==> config.mk <==
export PLATFORM = sky130hd
export DESIGN_NAME = capture_scheduler
export DESIGN_NICKNAME = d
export VERILOG_FILES = /design/src/rtl/capture_scheduler.sv
export SDC_FILE = /design/constraint.sdc
export NUM_CORES = 1
export LEC_CHECK = 0
export CAP_MARGIN = 20
export CORE_MARGIN = 4
export CORE_UTILIZATION = 55
export CTS_BUF_LIST = sky130_fd_sc_hd__clkbuf_4
export DETAILED_ROUTE_END_ITERATION = 10
export DONT_BUFFER_PORTS = 1
export GPL_ROUTABILITY_DRIVEN = 0
export PLACE_DENSITY = 0.76
export SYNTH_ARGS = -nofsm -noshare
export SYNTH_HDL_FRONTEND = slang
export SYNTH_SLANG_ARGS = --single-unit
==> constraint.sdc <==
create_clock -name clk -period 2.45 [get_ports clk]
set_clock_uncertainty 0.1 [all_clocks]
set_input_delay 0.1225 -clock clk [delete_from_list [all_inputs] [get_ports clk]]
set_output_delay 0.1225 -clock clk [all_outputs]
set_load 0.005 [all_outputs]
==> src/rtl/capture_scheduler.sv <==
// Capture scheduler: round-robin arbitration between two ADC channels for a single
// capture engine, with start handshake, completion/timeout tracking and per-channel ack/err.
module capture_scheduler #(
  parameter int unsigned START_WAIT   = 16,
  parameter logic [31:0] DONE_TIMEOUT = 32'd100_000_000
) (
  input  logic        clk,
  input  logic        reset,
  input  logic [1:0]  req,
  input  logic [31:0] req_num0,
  input  logic [31:0] req_num1,
  input  logic        eng_busy,
  input  logic        eng_done_pulse,
  output logic        start_sample,
  output logic [31:0] set_sample_num,
  output logic        ch_sel,
  output logic [1:0]  ack,
  output logic [1:0]  err,
  output logic        sched_busy
);

  typedef enum logic [2:0] {
    S_IDLE,
    S_ARB,
    S_START,
    S_WAIT_BUSY,
    S_WAIT_DONE,
    S_FINISH
  } state_t;

  localparam logic [31:0] START_LAST = 32'(START_WAIT - 1);
  localparam logic [31:0] DONE_LAST  = DONE_TIMEOUT - 32'd1;
  localparam logic [31:0] CNT_MAX    = '1;

  state_t      state, state_nxt;
  logic        pointer;
  logic        fin_err, fin_err_nxt;
  logic [31:0] cnt;
  logic        grant_ch;
  logic [31:0] grant_num;

  // A tie goes to the channel that was not served last.
  always_comb begin
    grant_ch  = (req == 2'b11) ? ~pointer : req[1];
    grant_num = grant_ch ? req_num1 : req_num0;
  end

  always_comb begin
    // NOTE: every variable gets a default before the case so no path can infer a latch.
    state_nxt   = state;
    fin_err_nxt = fin_err;
    unique case (state)
      S_IDLE: begin
        if (req != 2'b00 && !eng_busy) state_nxt = S_ARB;
      end
      S_ARB: begin
        if (req == 2'b00 || eng_busy) begin
          state_nxt = S_IDLE;
        end else if (grant_num == 32'd0) begin
          state_nxt   = S_FINISH;
          fin_err_nxt = 1'b1;
        end else begin
          state_nxt = S_START;
        end
      end
      S_START: begin
        state_nxt = S_WAIT_BUSY;
      end
      S_WAIT_BUSY: begin
        if (eng_busy) begin
          state_nxt = S_WAIT_DONE;
        end else if (cnt >= START_LAST) begin
          state_nxt   = S_FINISH;
          fin_err_nxt = 1'b1;
        end
      end
      S_WAIT_DONE: begin
        if (eng_done_pulse) begin
          state_nxt   = S_FINISH;
          fin_err_nxt = 1'b0;
        end else if (cnt >= DONE_LAST) begin
          state_nxt   = S_FINISH;
          fin_err_nxt = 1'b1;
        end
      end
      S_FINISH: begin
        state_nxt = S_IDLE;
      end
      default: begin
        state_nxt = S_IDLE;
      end
    endcase
  end

  always_ff @(posedge clk) begin
    // NOTE: sequential state uses non-blocking assignments so every register samples pre-edge values.
    if (reset) begin
      state          <= S_IDLE;
      pointer        <= 1'b1;
      fin_err        <= 1'b0;
      cnt            <= '0;
      ch_sel         <= 1'b0;
      set_sample_num <= '0;
    end else begin
      state   <= state_nxt;
      fin_err <= fin_err_nxt;

      if (state == S_ARB && state_nxt != S_IDLE) begin
        ch_sel         <= grant_ch;
        set_sample_num <= grant_num;
      end

      if (state == S_FINISH) pointer <= ch_sel;

      // Counter restarts on entry to either wait state and saturates instead of wrapping.
      if ((state_nxt == S_WAIT_BUSY && state != S_WAIT_BUSY) ||
          (state_nxt == S_WAIT_DONE && state != S_WAIT_DONE)) begin
        cnt <= '0;
      end else if ((state == S_WAIT_BUSY || state == S_WAIT_DONE) && cnt != CNT_MAX) begin
        cnt <= cnt + 32'd1;
      end
    end
  end

  always_comb begin
    start_sample = (state == S_START);
    sched_busy   = (state != S_IDLE);
    ack          = 2'b00;
    err          = 2'b00;
    if (state == S_FINISH) begin
      if (fin_err) err = {ch_sel, ~ch_sel};
      else         ack = {ch_sel, ~ch_sel};
    end
  end

endmodule
==> reports/qor.yml, run 1 <==
status: "complete, but fails checks"
failed_checks: "negative setup slack"
wire_per_inst_microns: 23.3
cp.arrival_ns: 2.88
synth_top_area_frac: 0.400
nNetsFinal: 568
gr-usage-all-layers: 0.313
core-area_sq_um: 6060
clock-root-buffer: "clkbuf_4"
cp_num_buf_inv: 3
cp_common_cell: "dlygate4sd3_1"
wl_mm: 13.5
vias: 3930
yosys.area_share.simple: 0.272
cts_sinks: 70
synthMuxAreaShare: 0.0972
p_per_area_nw_per_um2: 479
synth_seq_cells: 70
synth.largest_area_cell: "dfxtp_1"
initial_core_util: 0.577
ctsLongestPathBuffers: 2
tightest_slew_ns: 0.605
via_per_inst: 6.80
post-route-period-util: 1.06
slowest_stage: "dlygate4sd3_1"
synth_xor_area_frac: 0.0651
final_common_cell: "nor2_1"
crit_path_end_kind: "flop"
fmax_ghz: 0.384
die-area_sq_um: 7700
ir_drop_mv: 0.450
crit_path_cell_trace: "a21boi_4, buf_12, mux2i_1, dlygate4sd3_1, a211oi_1, dlygate4sd3_1"
synth_fp_nets: 489
clk_latency_ns: 0.44
synthCells: 418
fin_util: 0.757
grt_max_degree: 39
syn_area_sq_um: 3500
cpPeakStageDelay_ns: 0.63
hold_viol: 0
path_delay_family: "buffers and inverters"
syn_avg_cell_area_sq_um: 8.37
drtPass1Iterations: 6
yosysWarnings: 0
cts_buffers: 9
syn2layout_area_growth_pct: 31.1
mostFrequentLayoutCells: "nor2_1 (72), dfxtp_1 (67), dlygate4sd3_1 (67)"
worst-path-max-fanout: 7
die_y_microns: 87.8
grt_overflow: 0
drive_above_1_share: 0.112
portBuffers: 0
postRouteAntennaNets: 0
path_clk_slew_ns: 0.14
drv_cap: 0
start_kind: "flop"
rsz0062_at_grt: "yes"
layout_min_cycle_time_ns: 2.60
synth_top_family_by_area: "simple AND/OR/NAND/NOR gates"
grt_antenna_before_repair: 1
p_leak_uw: 0.00158
totalNegativeSetupSlack_ns: -0.151
htreeDepth: 3
synth_cell_types: 40
slew-limit-headroom: 0.592
cts_tree: "yes"
seq_area_frac_synth: 0.400
rows: 28
final_max_slew_viol_count: 0
finalSetupViolations: 1
die_x_microns: 87.8
yosys.area_share.adder: 0.00358
path_class: "flop to flop"
crit_required_ns: 2.73
drt_iter0_markers: 548
synth_compound_area_frac: 0.127
synth.area.top_cells: "dfxtp_1 (40%), mux2i_1 (9.7%), nor2_1 (7.7%)"
fillCellCount: 363
grt_pass1_wl_mm: 18.4
grt_pass1_vias: 3665
worst_slack_ns: -0.151
reg2reg_slack_ns: -0.15
min_path_type: "input pin to flop"
ios: 109
dp_hpwl_mm: 6.56
drc_errors: 0
[timing repair]
item | 4_1_cts | 5_1_grt
hold buffers | 69 | 0
hold endpoints to repair | 38 | 0
resized for setup | 0 | 21
buffers inserted | 0 | 5
setup endpoints to repair | 0 | 9
[area by class of cell]
| type | instances | area (sq um) | area share |
|---|---|---|---|
| clock inverters | 5 | 26.3 | 0.00573 |
| well taps | 75 | 93.8 | 0.0205 |
| flip-flops and latches | 70 | 1410 | 0.307 |
| diodes | 1 | 2.50 | 0.000545 |
| inverters | 8 | 30.0 | 0.00654 |
| clock buffers | 11 | 82.6 | 0.0180 |
| repair buffers | 92 | 902 | 0.197 |
| multi-input cells | 316 | 2040 | 0.445 |
[path summary, 6_finish.rpt]
check / end / cells past startpoint / start
worst min-delay path: cnt[9]$_SDFFE_PP0P_ / 2 / reset
worst max-delay path: set_sample_num[23]$_SDFFE_PP0P_ / 6 / pointer$_SDFFE_PP1P_
worst min register to register: cnt[28]$_SDFFE_PP0P_ / 2 / cnt[28]$_SDFFE_PP0P_
worst max register to register: set_sample_num[23]$_SDFFE_PP0P_ / 6 / pointer$_SDFFE_PP1P_
[synthesized netlist by cell type]
| master | instances |
|---|---|
| nor2_1 | 72 |
| dfxtp_1 | 70 |
| mux2i_1 | 34 |
| a211oi_1 | 32 |
| nor4_1 | 29 |
| clkbuf_1 | 21 |
| nand2_1 | 19 |
| nand3_1 | 14 |
| nand4_1 | 14 |
| nor3_1 | 14 |
| xnor2_1 | 14 |
| or3_1 | 12 |
| xor2_1 | 12 |
| a21oi_1 | 9 |
| inv_1 | 8 |
| o21ai_0 | 7 |
| and3_1 | 5 |
| a31oi_1 | 3 |
| nor2b_1 | 3 |
| a21boi_0 | 2 |
| buf_2 | 2 |
| nand2b_1 | 2 |
| nor3b_1 | 2 |
| or4_1 | 2 |
| a211oi_2 | 1 |
| a21o_1 | 1 |
| a22oi_1 | 1 |
| a311o_1 | 1 |
| a311oi_1 | 1 |
| a41oi_1 | 1 |
| buf_1 | 1 |
| ha_1 | 1 |
| nand3b_1 | 1 |
| nor4b_1 | 1 |
| o21bai_1 | 1 |
| o22ai_1 | 1 |
| o31ai_1 | 1 |
| o31ai_2 | 1 |
| or2_2 | 1 |
| or3b_4 | 1 |
[stage by stage]
step	setup WS, ns	instance area [sq um]	std cells	hold slack [ns]	power, uW
3_3_place_gp	0.107	3640	485	0.0994	1370
6_report	-0.151	4590	578	0.0340	2200
2_1_floorplan	0.181	3500	418	0.182	1350
4_1_cts	0.0187	4450	570	0.0419	2100
3_5_place_dp	0.0659	3640	485	0.101	1380
5_1_grt	-0.172	4590	578	0.0845	2260
[registers in the layout, indices dropped and copies added (netlist names)]
register	count
pointer	1
set_sample_num	32
fin_err	1
cnt	32
ch_sel	1
state	3
[routing by layer]
layer  wire length (microns)  GRT usage
met5                       0          0
met4                     936      0.167
met3                    1850      0.126
met2                    5920      0.513
met1                    4760      0.347
[kinds of logic after synthesis]
family,after synthesis
XOR/XNOR,26
adder cells (fa/ha/maj),1
flip-flops,70
multiplexers,34
AND/OR/NAND/NOR,192
AO/OA/AOI/OAI,63
buffers and inverters,32
[report_power, final]
| part | total, uW | internal [uW] | switching (uW) |
|---|---|---|---|
| Combinational | 332 | 175 | 157 |
| Clock | 665 | 224 | 441 |
| Sequential | 1200 | 1170 | 34.1 |
| Total | 2200 | 1570 | 633 |
(Power assumes the default switching activity.)
==> inputs of run 2 (changes only) <==
Settings changed: CORE_MARGIN 4 to 1.
==> run 2 against run 1 <==
Sequential share of layout area down 0.23 points; first-iteration DRC count down 18%; sequential power about the same; count of clock-buffer cells in the layout down 2; fmax up 0.60%; the flow still finishes with violations (negative setup slack); clock power up 64%; via count down 0.33%; critical path type unchanged; setup slack better by 0.016 ns.
==> reports/qor.yml, run 2 (synthesis results as in run 1) <==
fmax_ghz: 0.387  # +0.60%
postRouteAntennaNets: 0  # unchanged
path_class: "flop to flop"
grt_pass1_vias: 3619  # -1.3%
vias: 3917  # -0.33%
drt_iter0_markers: 452  # -18%
htreeDepth: 3  # unchanged
min_path_type: "input pin to flop"
cpPeakStageDelay_ns: 0.64  # about the same
ios: 109  # unchanged
rr_endpoint: "set_sample_num[19]$_SDFFE_PP0P_"
cp_num_buf_inv: 2  # -1
post-route-period-util: 1.06  # -0.00636
wire_per_inst_microns: 23.4  # +0.32%
fillCellCount: 330  # -9.1%
crit_required_ns: 2.63  # -0.10 ns
slowest_stage: "a211oi_1"
cts_buffers: 9  # unchanged
min_to: "cnt[30]$_SDFFE_PP0P_"
place_ws_ns: 0.00568  # -0.0602 ns
cts_sinks: 70  # unchanged
cts_tree: "yes"
cp.arrival_ns: 2.77  # -0.11 ns
clock-root-buffer: "clkbuf_4"
grt_max_degree: 53  # +36%
die_y_microns: 81.8  # -6.8%
total_power_uw: 2610  # +19%
nNetsFinal: 556  # -2.1%
post-place-cells: 481  # -0.82%
dp_hpwl_mm: 6.06  # -7.6%
ctsLongestPathBuffers: 2  # unchanged
failed_checks: "negative setup slack"
core-area_sq_um: 6030  # -0.58%
portBuffers: 0  # unchanged
die-area_sq_um: 6690  # -13%
grt_overflow: 0  # unchanged
start_kind: "flop"
slew-limit-headroom: 0.445  # -0.147
syn2layout_area_growth_pct: 31.6
finalSetupViolations: 1  # unchanged
multi_input_comb_area_sq_um: 2060  # +1.0%
final_common_cell: "nor2_1"
ir_drop_mv: 0.485  # +7.8%
status: "complete, but fails checks"
p_per_area_nw_per_um2: 568  # +19%
grt_antenna_before_repair: 2  # +1
die_x_microns: 81.8  # -6.8%
final_max_slew_viol_count: 0  # unchanged
wl_mm: 13.2  # -1.8%
gr-usage-all-layers: 0.374  # +0.0609
worst-path-max-fanout: 33  # +26
post_cts_buffers: 0  # unchanged
reg2reg_slack_ns: -0.14  # +0.02 ns
tightest_slew_ns: 0.825  # +0.220 ns
crit_path_end_kind: "flop"
path_clk_slew_ns: 0.13  # about the same
reg2regPathDepth: 5  # -1
path_delay_family: "buffers and inverters"
clk_latency_ns: 0.44  # about the same
hold_path.startpoint: "reset"
holdPathStages: 3  # +1
crit_path_cell_trace: "a21boi_4, clkbuf_8, mux2i_1, dlygate4sd3_1, a211oi_1"
hold_viol: 0  # unchanged
rows: 28  # unchanged
r2r-start: "pointer$_SDFFE_PP1P_"
worst_slack_ns: -0.136  # +0.0156 ns
p_leak_uw: 0.00154  # -2.4%
grt_pass1_wl_mm: 18.4  # about the same
drc_errors: 0  # unchanged
layout_min_cycle_time_ns: 2.59  # -0.0156 ns
drv_cap: 0  # unchanged
seq_area_sq_um: 1400  # -0.36%
initial_core_util: 0.581  # +0.00336
instances_no_fill: 566  # -2.1%
top_regs: "cnt (32), set_sample_num (32), state (3)"
via_per_inst: 6.92  # +1.8%
drive_above_1_share: 0.0959  # -0.0156
drtPass1Iterations: 9  # +3
mostFrequentLayoutCells: "nor2_1 (72), dfxtp_1 (69), dlygate4sd3_1 (67)"
==> run 2: changes by cell type in the layout (fill, tap and decap cells not counted), sizes merged <==
cell | before | now
bufinv | 0 | 4
inv | 8 | 9
buf | 23 | 12
clkbuf | 12 | 10
clkinv | 4 | 1
dlymetal6s4s | 1 | 0
==> run 2: power breakdown <==
| group | switching (uW) | total, uW | internal [uW] |
|---|---|---|---|
| Sequential | 34.8 | 1200 | 1170 |
| Combinational | 157 | 321 | 164 |
| Clock | 467 | 1090 | 624 |
==> run 2: area by class of cell <==
cell class	count	area share
Multi-Input combinational cell	316	0.448
Clock inverter	7	0.0315
Inverter	8	0.00652
Sequential cell	70	0.305
Antenna cell	1	0.000543
Clock buffer	9	0.0147
Tap cell	75	0.0204
Timing Repair Buffer	80	0.174
==> run 2: metal layers <==
| layer | vias up | wire length (microns) | track usage |
|---|---|---|---|
| met5 | - | 13 | 0 |
| met1 | 1804 | 4570 | 0.407 |
| met3 | 122 | 1750 | 0.161 |
| met2 | 330 | 5840 | 0.574 |
| met4 | 2 | 1060 | 0.277 |
| li1 | 1659 | - | - |
==> run 2: worst max path at each step <==
| stage | slack (ns) | startpoint | to | cells after the start |
|---|---|---|---|---|
| finish | -0.14 | pointer$_SDFFE_PP1P_ | set_sample_num[19]$_SDFFE_PP0P_ | 5 |
| global route | -0.18 | pointer$_SDFFE_PP1P_ | set_sample_num[19]$_SDFFE_PP0P_ | 5 |
| CTS | 0.04 | state[0]$_SDFF_PP0_ | cnt[28]$_SDFFE_PP0P_ | 6 |
| detailed placement | 0.006 | state[2]$_SDFF_PP0_ | cnt[13]$_SDFFE_PP0P_ | 7 |
| global placement | 0.11 | state[0]$_SDFF_PP0_ | cnt[28]$_SDFFE_PP0P_ | 6 |
| floorplan | 0.18 | cnt[0]$_SDFFE_PP0P_ | cnt[26]$_SDFFE_PP0P_ | 8 |
==> run 2: worst reg2reg max path, stage by stage, from the launching register on <==
cell and delay [ns]:
dfxtp_1 0.38, a21boi_4 0.18, clkbuf_8 0.38, mux2i_1 0.14, dlygate4sd3_1 0.60, a211oi_1 0.64
==> run 2: repair_timing <==
item,in CTS,in global routing
hold endpoints to repair,38,0
pin swaps,0,3
gates resized for setup,1,16
endpoints found under the setup margin,1,13
hold buffers,68,0
==> run 2: per-stage QoR <==
| stage | utilization | instance area (sq um) | setup TNS [ns] | hold slack (ns) |
|---|---|---|---|---|
| after global placement | 0.601 | 3620 | 0 | 0.0985 |
| final | 0.764 | 4610 | -0.136 | 0.105 |
| after global routing | 0.764 | 4610 | -0.268 | 0.135 |
| after floorplan | - | 3500 | 0 | 0.182 |
| after detailed placement | 0.601 | 3620 | 0 | 0.0999 |
| after CTS | 0.752 | 4530 | 0 | 0.0660 |
